**config.mk**
```make
export PLATFORM = sky130hd
export DESIGN_NAME = max_pool_stream_flat
export DESIGN_NICKNAME = d
export VERILOG_FILES = /design/src/rtl/max_pool_stream_if.sv /design/src/rtl/max_pool_stream.sv /design/src/flat_wrapper.sv
export SDC_FILE = /design/constraint.sdc
export NUM_CORES = 1
export LEC_CHECK = 0
export CORE_AREA = 2 2 108 110
export CTS_CLUSTER_DIAMETER = 30
export CTS_CLUSTER_SIZE = 20
export DETAILED_ROUTE_END_ITERATION = 8
export DIE_AREA = 0 0 110 112
export DONT_BUFFER_PORTS = 1
export PLACE_DENSITY_LB_ADDON = 0.12
export SLEW_MARGIN = 20
export SYNTH_ARGS = -nofsm -noshare
export SYNTH_HDL_FRONTEND = slang
export SYNTH_SLANG_ARGS = --single-unit
export TNS_END_PERCENT = 50
```
**constraint.sdc**
```tcl
create_clock -name clk -period 3.7 [get_ports clk]
set_input_delay 0.74 -clock clk [delete_from_list [all_inputs] [get_ports clk]]
set_output_delay 0.74 -clock clk [all_outputs]
set_load 0.01 [all_outputs]
```
**src/rtl/max_pool_stream_if.sv**
```systemverilog
// Pixel stream interface for max_pool_stream.
//   master: drives ce, din_vld, din; observes dout_vld, dout, frame_done
//   slave : the pooling block
interface max_pool_stream_if #(
    parameter int unsigned WIDTH = 8
) ();
    logic                    ce;
    logic                    din_vld;
    logic signed [WIDTH-1:0] din;
    logic                    dout_vld;
    logic signed [WIDTH-1:0] dout;
    logic                    frame_done;

    modport master (
        output ce, din_vld, din,
        input  dout_vld, dout, frame_done
    );

    modport slave (
        input  ce, din_vld, din,
        output dout_vld, dout, frame_done
    );
endinterface

```
**src/rtl/max_pool_stream.sv**
```systemverilog
// 2x2 stride-2 signed max-pool over a raster-order pixel stream.
// Ports:
//   clk    - clock, rising edge
//   rst    - synchronous active-low reset
//   pix_if - slave side of max_pool_stream_if (ce, din_vld, din in;
//            dout_vld, dout, frame_done out, all outputs registered)
// Optional build macro: POOL_RELU_OUT_EN clamps negative pooled results to 0.
module max_pool_stream #(
    parameter int unsigned WIDTH = 8,
    parameter int unsigned IMG_W = 24,
    parameter int unsigned IMG_H = 24
) (
    input  logic             clk,
    input  logic             rst,
    max_pool_stream_if.slave pix_if
);
    localparam int unsigned HALF_W = IMG_W / 2;
    localparam int unsigned COL_W  = $clog2(IMG_W);
    localparam int unsigned ROW_W  = $clog2(IMG_H);
    localparam int unsigned IDX_W  = (HALF_W > 1) ? $clog2(HALF_W) : 1;

    typedef logic signed [WIDTH-1:0] pix_t;

    function automatic pix_t smax(input pix_t a, input pix_t b);
        return (a > b) ? a : b;
    endfunction

    logic [COL_W-1:0] col_q, col_d;
    logic [ROW_W-1:0] row_q, row_d;
    pix_t             pair_q, pair_d;
    pix_t             dout_q, dout_d;
    logic             dout_vld_q, dout_vld_d;
    logic             frame_done_q, frame_done_d;
    pix_t             linebuf_q [HALF_W];

    logic             accept_c;
    logic             col_last_c;
    logic             row_last_c;
    logic             lb_we_c;
    logic [IDX_W-1:0] lb_idx_c;
    pix_t             lb_wdata_c;
    pix_t             pooled_c;

    // Next-state: counters, pair register, line-buffer write and output capture
    always_comb begin
        col_d        = col_q;
        row_d        = row_q;
        pair_d       = pair_q;
        dout_d       = dout_q;
        dout_vld_d   = 1'b0;
        frame_done_d = 1'b0;
        lb_we_c      = 1'b0;

        accept_c   = pix_if.ce && pix_if.din_vld;
        col_last_c = (col_q == COL_W'(IMG_W - 1));
        row_last_c = (row_q == ROW_W'(IMG_H - 1));
        lb_idx_c   = IDX_W'(col_q >> 1);
        // Horizontal pair max feeds both the line buffer (even row) and the
        // final 2x2 max (odd row, combined with the stored upper pair).
        lb_wdata_c = smax(pair_q, pix_if.din);
        pooled_c   = smax(lb_wdata_c, linebuf_q[lb_idx_c]);

        if (accept_c) begin
            if (!col_q[0]) begin
                pair_d = pix_if.din;
            end else if (!row_q[0]) begin
                lb_we_c = 1'b1;
            end else begin
`ifdef POOL_RELU_OUT_EN
                dout_d = pooled_c[WIDTH-1] ? pix_t'(0) : pooled_c;
`else
                dout_d = pooled_c;
`endif
                dout_vld_d   = 1'b1;
                frame_done_d = col_last_c && row_last_c;
            end

            if (col_last_c) begin
                col_d = '0;
                row_d = row_last_c ? '0 : row_q + ROW_W'(1);
            end else begin
                col_d = col_q + COL_W'(1);
            end
        end
    end

    // State registers; pulses clear on every edge so ce=0 never repeats a pulse
    always_ff @(posedge clk) begin
        if (!rst) begin
            col_q        <= '0;
            row_q        <= '0;
            pair_q       <= '0;
            dout_q       <= '0;
            dout_vld_q   <= 1'b0;
            frame_done_q <= 1'b0;
        end else begin
            col_q        <= col_d;
            row_q        <= row_d;
            pair_q       <= pair_d;
            dout_q       <= dout_d;
            dout_vld_q   <= dout_vld_d;
            frame_done_q <= frame_done_d;
        end
    end

    // Line buffer: no reset needed, every entry is written on an even row
    // before the following odd row reads it.
    always_ff @(posedge clk) begin
        if (rst && lb_we_c) begin
            linebuf_q[lb_idx_c] <= lb_wdata_c;
        end
    end

    assign pix_if.dout       = dout_q;
    assign pix_if.dout_vld   = dout_vld_q;
    assign pix_if.frame_done = frame_done_q;
endmodule

```
**src/flat_wrapper.sv**
```systemverilog
// flat-port wrapper written by rule: the top's interface ports become plain ports
module max_pool_stream_flat 
#(
    parameter int unsigned WIDTH = 8,
    parameter int unsigned IMG_W = 24,
    parameter int unsigned IMG_H = 24
)
  (clk, rst, pix_if_ce, pix_if_din_vld, pix_if_din, pix_if_dout_vld, pix_if_dout, pix_if_frame_done);
  max_pool_stream_if #(.WIDTH(WIDTH)) pix_if_i ();
  input  logic clk;
  input  logic rst;
  input wire logic [$bits(pix_if_i.ce)-1:0] pix_if_ce;
  input wire logic [$bits(pix_if_i.din_vld)-1:0] pix_if_din_vld;
  input wire logic [$bits(pix_if_i.din)-1:0] pix_if_din;
  output wire logic [$bits(pix_if_i.dout_vld)-1:0] pix_if_dout_vld;
  output wire logic [$bits(pix_if_i.dout)-1:0] pix_if_dout;
  output wire logic [$bits(pix_if_i.frame_done)-1:0] pix_if_frame_done;
  assign pix_if_i.ce = pix_if_ce;
  assign pix_if_i.din_vld = pix_if_din_vld;
  assign pix_if_i.din = pix_if_din;
  assign pix_if_dout_vld = pix_if_i.dout_vld;
  assign pix_if_dout = pix_if_i.dout;
  assign pix_if_frame_done = pix_if_i.frame_done;
  max_pool_stream #(.WIDTH(WIDTH), .IMG_W(IMG_W), .IMG_H(IMG_H)) u_core (.clk(clk), .rst(rst), .pix_if(pix_if_i));
endmodule
```
==> results.rst, run 1 <==
.. list-table::
   :header-rows: 1

   * - Metric
     - Value
   * - Worst slew margin
     - 0.362
   * - Setup repair after global routing missed its margin
     - no
   * - Post-DRT Antenna Nets
     - 0
   * - Sequential fraction of the synthesis area
     - 0.649
   * - Setup TNS
     - 0 ps
   * - Most instantiated flip-flop cell in the synthesis netlist
     - sky130_fd_sc_hd__edfxtp_1
   * - Top cell type by total area after synthesis
     - sky130_fd_sc_hd__edfxtp_1
   * - Required time worst endpoint
     - about 4000 ps
   * - Number of core rows
     - 39
   * - Worst Setup Start Kind
     - primary input
   * - Share of async-settable or async-resettable flops after synthesis
     - 0
   * - Area of the die
     - roughly 12000 um^2
   * - Post-layout power
     - between 3 and 4 mW
   * - Reg2reg start
     - u_core.pair_q[7]
   * - Last weighted congestion value of the routability-driven placer
     - 0.826
   * - Peak clock frequency supported by timing
     - ~290 MHz
   * - Post-synthesis instance area
     - between 5000 and 6000 um^2
   * - Postcts setup bufs
     - 0
   * - Cell area after placement
     - ~5700 um^2
   * - Class of the tightest hold or removal check
     - in -> reg
   * - Number of placed cells counting well taps
     - 525
   * - Actual transition at the worst max-transition pin
     - approximately 950 ps
   * - IO Pins
     - 22
   * - Worst vdd rail ir drop
     - between 0.3 and 0.4 mV
   * - Iter 0 DRT Violations
     - 129
   * - Final critical-path setup slack
     - approximately 200 ps
   * - Count of endpoints failing setup in the final report
     - 0
   * - Number of max-slew violations in the final report
     - 0
   * - Static Leakage
     - 2.21 nW
   * - Total number of clock tree sinks
     - ~130
   * - DRC violation count after routing
     - 0
   * - Grt total ovfl
     - 0
   * - Clock root cell
     - sky130_fd_sc_hd__clkbuf_16
   * - Worst R2R Path Depth
     - 14
   * - End point of the most critical hold path
     - u_core.pair_q[4]
   * - Global Route Usage Sum
     - 0.193
   * - Number of standard cells after synthesis
     - between 300 and 400
   * - Detailed-route wire length per cell
     - around 19 um
   * - Reg-to-reg setup timing slack
     - approximately 220 ps
   * - Synth Net Count
     - between 400 and 500
   * - Largest fanout of any net on the critical path
     - 8
   * - Final-layout worst hold slack
     - between 400 and 500 ps
   * - Placeable core area
     - approximately 11000 um^2
   * - Half-perimeter wire length of the detailed placement result
     - 7180 um
   * - Top post-synthesis cells by count
     - sky130_fd_sc_hd__edfxtp_1 (96), sky130_fd_sc_hd__nand2_1 (40), sky130_fd_sc_hd__dfxtp_1 (32)
   * - Final worst path period need
     - 3500 ps
   * - Hold Vio Cnt, Final
     - 0
   * - Max-capacitance violation count
     - 0
   * - Number of enable-type register cells in the synthesized netlist
     - 96
   * - Buffers from clock root to sink, at most
     - 2
   * - Fill cell count
     - between 800 and 900
   * - Share of Yosys cell area claimed by the top area cell type
     - 0.531
   * - Insertion delay to the later sink of the worst-skew pair
     - 410 ps
   * - Distinct cells, synth
     - 40
   * - Post-route cell area
     - roughly 6300 um^2
   * - Average footprint of a synthesized cell
     - 14.6 um^2
   * - Worst hold path depth
     - 2
   * - Fraction of the core area covered by cells at the end of the flow
     - 0.562
   * - Post-synthesis sequential element count
     - about 130
   * - Register clock-pin slew on the reported worst setup and hold paths
     - ~50 ps
   * - Total power density per cell area
     - about 530 nW/um^2
   * - Antenna violations before repair
     - 0
   * - Final worst path period share
     - 0.946
   * - Post-CTS Hold Fix Bufs
     - 0
   * - Post-layout net count
     - 431
   * - Final cell count without fillers
     - about 560
   * - Layout overhead on the synthesized area
     - 15.6%
   * - Pin count of the biggest net entering global routing
     - 25
   * - # diodes
     - 0
   * - Count of TritonRoute iterations in the first routing pass
     - 5
   * - Routed via count
     - between 3000 and 4000
   * - Vias per Instance
     - ~5.5
   * - Layout cells sized above 1
     - 0.208
   * - Total of buffers placed on input and output ports
     - 0
   * - Arrival time at the worst endpoint
     - 3820 ps
   * - Reg-to-reg endpoint
     - u_core.pix_if.dout[7]
   * - Result of the run
     - completed
   * - Inserted Clock Buffers
     - 17
   * - Leading cell type by number of instances after synthesis
     - sky130_fd_sc_hd__edfxtp_1
   * - Die H
     - 112 um
   * - Post-detailed-routing wire length
     - around 11000 um
   * - Via count of the first global-routing pass
     - about 3100
   * - CTS tree
     - yes
   * - Top cells by area in the synthesized netlist
     - sky130_fd_sc_hd__edfxtp_1 (53%), sky130_fd_sc_hd__dfxtp_1 (12%), sky130_fd_sc_hd__mux4_2 (10%)
   * - Gates resized, CTS repair
     - 0
   * - H-tree levels
     - 4
   * - Crit end category
     - flop
   * - Synth Warn #
     - 0
   * - Type of the worst setup path
     - in -> reg
   * - Pre-CTS WS
     - -141 ps
   * - Initial core utilization
     - 0.486
   * - Origin of the worst min-delay path
     - pix_if_din[4]
   * - Wire length of the first global-routing pass
     - between 15000 and 20000 um
   * - Maximum clock skew at final layout
     - about 9.5 ps
   * - Die width
     - ~110 um
-- metal layers --
metal	track usage	vias up	share of wire
li1	-	1465	-
met1	0.266	1539	0.47
met2	0.288	44	0.49
met3	0.0562	8	0.031
met4	0.0776	0	0.010
met5	0	-	0
-- worst max path at each step --
stage                     slack (ps)                     to             start  depth (start not counted)
after CTS                        260  u_core.pix_if.dout[7]     pix_if_din[7]                         15
after detailed placement        -140  u_core.pix_if.dout[5]     pix_if_din[7]                         15
final                            200  u_core.pix_if.dout[7]     pix_if_din[7]                         15
after global placement           -30  u_core.pix_if.dout[2]     pix_if_din[5]                         15
after floorplan                   70  u_core.pix_if.dout[1]     pix_if_din[7]                         15
after global routing               2  u_core.pix_if.dout[5]  u_core.pair_q[7]                         14
-- layout make-up --
type	instances	area, um^2	area share
clock buffers	20	437	0.0696
well taps	143	179	0.0285
inverters	22	82.6	0.0132
clock inverters	11	118	0.0187
repair buffers	24	193	0.0307
multi-input cells	208	1740	0.278
flip-flops and latches	128	3520	0.562
-- flip-flops by register name (all words and copies together) (netlist names), named ones only --
| register | flops |
|---|---|
| u_core.row_q | 5 |
| u_core.pair_q | 8 |
| u_core.pix_if.dout | 8 |
| u_core.pix_if.dout_vld | 1 |
| u_core.pix_if.frame_done | 1 |
| u_core.linebuf_q | 96 |
| u_core.col_q | 5 |
-- critical path, cell delays in order --
cell and delay, ps:
sky130_fd_sc_hd__inv_1 20, sky130_fd_sc_hd__ha_1 290, sky130_fd_sc_hd__nand4_1 150, sky130_fd_sc_hd__o32ai_1 320
sky130_fd_sc_hd__a31oi_1 110, sky130_fd_sc_hd__a21oi_4 170, sky130_fd_sc_hd__buf_4 170, sky130_fd_sc_hd__mux2i_1 290
sky130_fd_sc_hd__inv_1 110, sky130_fd_sc_hd__ha_1 320, sky130_fd_sc_hd__nand3_1 110, sky130_fd_sc_hd__a21oi_1 140
sky130_fd_sc_hd__o211ai_1 150, sky130_fd_sc_hd__or3_1 490, sky130_fd_sc_hd__o221ai_1 240
-- cells in the final DEF, fill, tap and decap left out, drive strengths merged, types with 3 or more instances in the layout --
cell	instances
edfxtp	96
nand2	40
dfxtp	32
nor2	30
a21oi	25
mux4	24
buf	24
inv	21
clkbuf	20
mux2i	18
ha	18
clkinv	9
o221ai	7
o21ai	6
nand3	5
nor3	5
nand4	4
nand2b	4
xor2	3
-- cells by family (layout without fill, tap and decap cells) --
group / Yosys count / count (layout) / synth area share
AOI/OAI and AO/OA: 45 / 45 / 0.0588
xor gates and xnor gates: 4 / 4 / 0.00646
adders and majority gates: 18 / 18 / 0.0415
buffers and inverters: 36 / 77 / 0.0297
DFF: 128 / 128 / 0.649
muxes: 42 / 42 / 0.133
and+or+nand+nor: 99 / 99 / 0.0816
-- power by group --
| part | internal [mW] | switching [mW] |
|---|---|---|
| registers | 1.57 | 0.00588 |
| clock network | 0.981 | 0.571 |
| logic | 0.0678 | 0.107 |
Note: power is estimated with default switching activity, not from simulation.
==> inputs of run 2 (changes only) <==
--- a/config.mk
+++ b/config.mk
@@ -5,11 +5,11 @@
 export SDC_FILE = /design/constraint.sdc
 export NUM_CORES = 1
 export LEC_CHECK = 0
-export CORE_AREA = 2 2 108 110
+export CORE_AREA = 2 2 120 122
 export CTS_CLUSTER_DIAMETER = 30
 export CTS_CLUSTER_SIZE = 20
 export DETAILED_ROUTE_END_ITERATION = 8
-export DIE_AREA = 0 0 110 112
+export DIE_AREA = 0 0 122 124
 export DONT_BUFFER_PORTS = 1
 export PLACE_DENSITY_LB_ADDON = 0.12
 export SLEW_MARGIN = 20
==> run 2 against run 1 <==
Die area is 23% higher; count of clock-buffer cells in the layout did not move; register-to-register slack improved by 60 ps; sequential cell count stayed put; non-clock buffer count increased by 7; critical path type unchanged; critical endpoint unchanged.
==> results.rst, run 2 (same netlist as run 1, synthesis figures left out) <==
.. list-table::
   :header-rows: 1

   * - Metric
     - Value
   * - Result of the run
     - completed
   * - CTS tree
     - yes
   * - Wire length of the first global-routing pass
     - 18100 um (+5.8%)
   * - Actual transition at the worst max-transition pin
     - 774 ps (-179 ps)
   * - Count of endpoints failing setup in the final report
     - 0 (unchanged)
   * - Required time worst endpoint
     - 4030 ps (about the same)
   * - Number of placed cells counting well taps
     - 569 (+8.4%)
   * - Initial core utilization
     - 0.396 (-0.0901)
   * - Routed via count
     - 3101 (+1.5%)
   * - Commonest cells after routing, fill and taps aside
     - sky130_fd_sc_hd__edfxtp_1 (96), sky130_fd_sc_hd__nand2_1 (40), sky130_fd_sc_hd__dfxtp_1 (32)
   * - Inserted Clock Buffers
     - 17 (unchanged)
   * - Clock root cell
     - sky130_fd_sc_hd__clkbuf_16
   * - Static Leakage
     - 2.29 nW (+3.5%)
   * - Post-CTS Hold Fix Bufs
     - 0 (unchanged)
   * - Area of the die
     - 15100 um^2 (+23%)
   * - Peak clock frequency supported by timing
     - 292 MHz (+2.3%)
   * - Cell area after placement
     - 5820 um^2 (+1.7%)
   * - IO Pins
     - 22 (unchanged)
   * - Post-detailed-routing wire length
     - 11200 um (+5.3%)
   * - Post-layout power
     - 3.59 mW (+8.7%)
   * - Final worst path period need
     - 3420 ps (-77.5 ps)
   * - Antenna violations before repair
     - 0 (unchanged)
   * - Total number of clock tree sinks
     - 128 (unchanged)
   * - Hold Vio Cnt, Final
     - 0 (unchanged)
   * - Half-perimeter wire length of the detailed placement result
     - 7640 um (+6.4%)
   * - Post-layout net count
     - 438 (+1.6%)
   * - Total power density per cell area
     - 554 nW/um^2 (+5.2%)
   * - Die H
     - 124 um (+11%)
   * - Detailed-route wire length per cell
     - 18.6 um (-2.6%)
   * - H-tree levels
     - 4 (unchanged)
   * - Type of the worst setup path
     - in -> reg
   * - Pin count of the biggest net entering global routing
     - 25 (unchanged)
   * - Final cell count without fillers
     - 601 (+8.1%)
   * - Register with the most flip-flops
     - u_core.linebuf_q
   * - Flip-flop count of the largest register after layout
     - 96 (unchanged)
   * - Layout cells sized above 1
     - 0.233 (+0.0245)
   * - Number of core rows
     - 43 (+10%)
   * - Via count of the first global-routing pass
     - 3264 (+4.5%)
   * - Count of TritonRoute iterations in the first routing pass
     - 4 (-1)
   * - Number of max-slew violations in the final report
     - 0 (unchanged)
   * - Crit end category
     - flop
   * - Last weighted congestion value of the routability-driven placer
     - 0.833 (+0.76%)
   * - Total of buffers placed on input and output ports
     - 0 (unchanged)
   * - Final worst path period share
     - 0.925 (-0.0210)
   * - Maximum clock skew at final layout
     - 9.26 ps (-0.189 ps)
   * - Final-layout worst hold slack
     - 459 ps (-12.1 ps)
   * - Iter 0 DRT Violations
     - 182 (+41%)
   * - Layout overhead on the synthesized area
     - 19.5%
   * - Placeable core area
     - 13700 um^2 (+23%)
   * - Worst vdd rail ir drop
     - 0.303 mV (-1.8%)
   * - Worst Setup Start Kind
     - primary input
   * - # diodes
     - 0 (unchanged)
   * - DRC violation count after routing
     - 0 (unchanged)
   * - Register clock-pin slew on the reported worst setup and hold paths
     - 50 ps (about the same)
   * - Global Route Usage Sum
     - 0.168 (-0.0252)
   * - Grt total ovfl
     - 0 (unchanged)
   * - Arrival time at the worst endpoint
     - 3750 ps (-70 ps)
   * - Most frequent standard cell in the layout excluding fill and tap cells
     - sky130_fd_sc_hd__edfxtp_1
   * - Die width
     - 122 um (+11%)
   * - Setup repair after global routing missed its margin
     - no
   * - Max-capacitance violation count
     - 0 (unchanged)
   * - Class of the tightest hold or removal check
     - in -> reg
   * - Buffers from clock root to sink, at most
     - 2 (unchanged)
   * - Post-DRT Antenna Nets
     - 0 (unchanged)
   * - Largest fanout of any net on the critical path
     - 8 (unchanged)
   * - Worst slew margin
     - 0.482 (+0.119)
   * - Vias per Instance
     - 5.16 (-6.1%)
   * - Post-route cell area
     - 6480 um^2 (+3.3%)
   * - Insertion delay to the later sink of the worst-skew pair
     - 420 ps (about the same)
   * - Setup TNS
     - 0 ps (unchanged)
run 2: repair_timing:
action                                  CTS  global route
buffers inserted                          0             0
resized for setup                         0             1
endpoints found under the setup margin    0             7
run 2: where the power goes:
group	leakage (nW)	total (mW)	internal, mW	switching, mW
sequential	1.13	1.58	1.57	0.00619
combinational	0.842	0.182	0.0740	0.108
clock	0.313	1.83	1.23	0.600
run 2: final timing paths:
check,startpoint,end,slack [ps],cells past startpoint
worst min-delay path,pix_if_din[4],u_core.pair_q[4],460,2
worst max register to register,u_core.pair_q[7],u_core.pix_if.dout[7],280,14
worst min register to register,u_core.pair_q[0],u_core.pair_q[0],480,2
worst max-delay path,pix_if_din[7],u_core.pix_if.dout[7],280,15
run 2: per-layer routing:
metal	GRT usage	vias to the layer above	part of all wire
met3	0.0495	14	0.040
met5	0	-	0
met2	0.262	57	0.48
li1	-	1486	-
met1	0.222	1544	0.47
met4	0.0668	0	0.013
run 2: per-stage QoR:
step / setup WS, ps / util
5_1_grt: 44.7 / 0.473
3_3_place_gp: -86.7 / 0.424
4_1_cts: 197 / 0.472
3_5_place_dp: -202 / 0.424
2_1_floorplan: 66.2 / -
6_report: 276 / 0.473
run 2: critical path: stages:
cell	delay, ps
sky130_fd_sc_hd__inv_1	20
sky130_fd_sc_hd__ha_1	310
sky130_fd_sc_hd__nand4_1	130
sky130_fd_sc_hd__o32ai_1	310
sky130_fd_sc_hd__a31oi_1	110
sky130_fd_sc_hd__a21oi_4	170
sky130_fd_sc_hd__buf_4	180
sky130_fd_sc_hd__mux2i_1	280
sky130_fd_sc_hd__inv_1	110
sky130_fd_sc_hd__ha_1	310
sky130_fd_sc_hd__nand3_1	110
sky130_fd_sc_hd__a21oi_1	170
sky130_fd_sc_hd__o211ai_1	180
sky130_fd_sc_hd__or3_4	420
sky130_fd_sc_hd__o221ai_1	190
run 2: cell type report:
class / instances / area [um^2]
sequential: 128 / 3520
timing repair buffer: 31 / 245
clock buffer: 20 / 457
multi-input combinational: 208 / 1750
clock inverter: 12 / 204
tap: 180 / 225
inverter: 22 / 82.6
fill: 1216 / 7230
==> inputs of run 3 (changes only) <==
--- a/config.mk
+++ b/config.mk
@@ -11,7 +11,7 @@
 export DETAILED_ROUTE_END_ITERATION = 8
 export DIE_AREA = 0 0 122 124
 export DONT_BUFFER_PORTS = 1
-export PLACE_DENSITY_LB_ADDON = 0.12
+export PLACE_DENSITY = 0.67
 export SLEW_MARGIN = 20
 export SYNTH_ARGS = -nofsm -noshare
 export SYNTH_HDL_FRONTEND = slang
==> run 3 against run 2 <==
Sequential share of layout area grew 1.4 points; register-to-register slack better by 70 ps; sequential cell count unchanged; die area is the same; highest routed layer unchanged; utilization decreased by 1.2 points.
==> results.rst, run 3 (same netlist as run 1, synthesis figures left out) <==
.. list-table::
   :header-rows: 1

   * - Metric
     - Value
   * - Max-capacitance violation count
     - 0 (unchanged)
   * - Postcts setup bufs
     - 0 (unchanged)
   * - Initial core utilization
     - 0.396 (unchanged)
   * - IO Pins
     - 22 (unchanged)
   * - Static Leakage
     - 2.21 nW (-3.4%)
   * - Global Route Usage Sum
     - 0.152 (-0.0158)
   * - Final worst path period need
     - 3360 ps (-61.3 ps)
   * - Total of buffers placed on input and output ports
     - 0 (unchanged)
   * - Register with the most flip-flops
     - u_core.linebuf_q
   * - H-tree levels
     - 4 (unchanged)
   * - Die width
     - 122 um (unchanged)
   * - Wire length of the first global-routing pass
     - 16800 um (-7.1%)
   * - Half-perimeter wire length of the detailed placement result
     - 7200 um (-5.8%)
   * - Count of TritonRoute iterations in the first routing pass
     - 5 (+1)
   * - Layout overhead on the synthesized area
     - 16.5%
   * - Area of the die
     - 15100 um^2 (unchanged)
   * - # diodes
     - 0 (unchanged)
   * - Grt total ovfl
     - 0 (unchanged)
   * - Result of the run
     - completed
   * - Routed via count
     - 3061 (-1.3%)
   * - Wire length on met3
     - 267 um (-41%)
   * - DRC violation count after routing
     - 0 (unchanged)
   * - Reg-to-reg setup timing slack
     - 350 ps (+70 ps)
   * - Post-detailed-routing wire length
     - 10400 um (-7.2%)
   * - Post-DRT Antenna Nets
     - 0 (unchanged)
   * - Cells along the critical path
     - inv_1, ha_1, nand4_1, o32ai_1, a31oi_1, a21oi_4, buf_4, mux2i_1, inv_1, ha_1, nand3_1, a21oi_1, o211ai_1, or3_4, o221ai_1
   * - Die H
     - 124 um (unchanged)
   * - Register clock-pin slew on the reported worst setup and hold paths
     - 50 ps (about the same)
   * - Total power density per cell area
     - 522 nW/um^2 (-5.7%)
   * - Post-CTS Hold Fix Bufs
     - 0 (unchanged)
   * - Count of endpoints failing setup in the final report
     - 0 (unchanged)
   * - Worst Setup Start Kind
     - primary input
   * - Via count of the first global-routing pass
     - 3236 (-0.86%)
   * - Last weighted congestion value of the routability-driven placer
     - 0.778 (-6.6%)
   * - Layout cells sized above 1
     - 0.213 (-0.0197)
   * - Arrival time at the worst endpoint
     - 3680 ps (-70 ps)
   * - Most frequent standard cell in the layout excluding fill and tap cells
     - sky130_fd_sc_hd__edfxtp_1
   * - Total number of clock tree sinks
     - 128 (unchanged)
   * - Routed metal-1 wirelength
     - 4540 um (-13%)
   * - Cell type of the slowest stage on the worst timing path
     - sky130_fd_sc_hd__or3_4
   * - Insertion delay to the later sink of the worst-skew pair
     - 400 ps (-20 ps)
   * - Final cell count without fillers
     - 593 (-1.3%)
   * - Clock root cell
     - sky130_fd_sc_hd__clkbuf_16
   * - Fill cell count
     - 1182 (-2.8%)
   * - Launching instance or port of the critical path
     - pix_if_din[7]
   * - Crit end category
     - flop
   * - Antenna violations before repair
     - 0 (unchanged)
   * - Total length of routed met2 wires
     - 5460 um (+2.2%)
   * - Final worst path period share
     - 0.909 (-0.0166)
   * - Worst slew margin
     - 0.433 (-0.0484)
   * - Actual transition at the worst max-transition pin
     - 847 ps (+73.2 ps)
   * - Peak clock frequency supported by timing
     - 297 MHz (+1.8%)
   * - Pin count of the biggest net entering global routing
     - 25 (unchanged)
   * - Buffers from clock root to sink, at most
     - 2 (unchanged)
   * - Placeable core area
     - 13700 um^2 (unchanged)
   * - Largest fanout of any net on the critical path
     - 8 (unchanged)
   * - Number of max-slew violations in the final report
     - 0 (unchanged)
   * - Flip-flop count of the largest register after layout
     - 96 (unchanged)
   * - Required time worst endpoint
     - 4010 ps (-20 ps)
   * - Number of core rows
     - 43 (unchanged)
   * - CTS tree
     - yes
   * - Hold Vio Cnt, Final
     - 0 (unchanged)
   * - Fraction of the core area covered by cells at the end of the flow
     - 0.461 (-0.0117)
   * - Detailed-route wire length per cell
     - 17.5 um (-5.9%)
   * - Reg2reg start
     - u_core.pair_q[7]
   * - Commonest cells after routing, fill and taps aside
     - sky130_fd_sc_hd__edfxtp_1 (96), sky130_fd_sc_hd__nand2_1 (39), sky130_fd_sc_hd__dfxtp_1 (32)
   * - Setup repair after global routing missed its margin
     - no
   * - Type of the worst setup path
     - in -> reg
   * - Final-layout worst hold slack
     - 478 ps (+18.4 ps)
   * - Max layer used
     - met4
   * - Iter 0 DRT Violations
     - 223 (+23%)
   * - Origin of the worst min-delay path
     - pix_if_din[5]
   * - Maximum clock skew at final layout
     - 9.41 ps (+0.147 ps)
   * - Slowest cell delay on critical path
     - 430 ps (about the same)
   * - Inserted Clock Buffers
     - 17 (unchanged)
   * - Worst vdd rail ir drop
     - 0.286 mV (-5.4%)
   * - Class of the tightest hold or removal check
     - in -> reg
   * - Vias per Instance
     - 5.16 (about the same)
   * - Number of placed cells counting well taps
     - 562 (-1.2%)
   * - Post-layout net count
     - 431 (-1.6%)
-- run 3: cell types whose count changed in the layout (fill, tap and decap cells not counted), moves of 2 or more --
| cell | change |
|---|---|
| sky130_fd_sc_hd__buf_4 | -7 |
| sky130_fd_sc_hd__bufinv_16 | -3 |
| sky130_fd_sc_hd__clkbuf_8 | -2 |
| sky130_fd_sc_hd__clkinv_1 | +3 |
| sky130_fd_sc_hd__clkinv_2 | +4 |
| sky130_fd_sc_hd__clkinvlp_4 | -2 |
-- run 3: per-stage QoR --
step / setup slack (ps) / instance area (um^2) / power (mW) / TNS (ps)
floorplan: 66.2 / 5430 / 1.72 / 0
global placement: 5.84 / 5770 / 1.78 / 0
detailed placement: -136 / 5770 / 1.79 / -894
CTS: 263 / 6320 / 3.33 / 0
global route: 20.0 / 6320 / 3.42 / 0
finish: 338 / 6320 / 3.30 / 0
-- run 3: final timing paths --
kind	endpoint	depth (start not counted)
worst max-delay path	u_core.pix_if.dout[4]	15
worst min-delay path	u_core.pair_q[5]	2
worst max register to register	u_core.pix_if.dout[4]	14
worst min register to register	u_core.pair_q[2]	2
-- run 3: cell type report --
type / instances / area [um^2] / share of cell area
flip-flops and latches: 128 / 3520 / 0.557
multi-input cells: 208 / 1750 / 0.277
clock buffers: 18 / 429 / 0.0679
well taps: 180 / 225 / 0.0356
repair buffers: 24 / 193 / 0.0305
clock inverters: 13 / 121 / 0.0192
inverters: 22 / 82.6 / 0.0131
-- run 3: timing repair --
item | 4_1_cts | 5_1_grt
setup endpoints to repair | 0 | 8
hold endpoints to repair | 0 | 0
resized for setup | 0 | 2
-- run 3: where the power goes --
group / total [mW] / internal [mW] / switching, mW
clock: 1.55 / 0.975 / 0.570
combinational: 0.182 / 0.0733 / 0.109
sequential: 1.58 / 1.57 / 0.00625
total: 3.30 / 2.62 / 0.685
-- run 3: metal layers --
| layer | vias to the layer above | GRT usage |
|---|---|---|
| met5 | - | 0 |
| met4 | 0 | 0.0582 |
| met3 | 6 | 0.0362 |
| met2 | 45 | 0.257 |
| met1 | 1549 | 0.190 |
| li1 | 1461 | - |
-- run 3: critical path, delay by kind of cell --
kind	cells	cell delay, ps
AND/OR/NAND/NOR	3	650
adder cells (fa/ha/maj)	2	580
buffers and inverters	3	310
multiplexers	1	280
AO/OA/AOI/OAI	6	1110
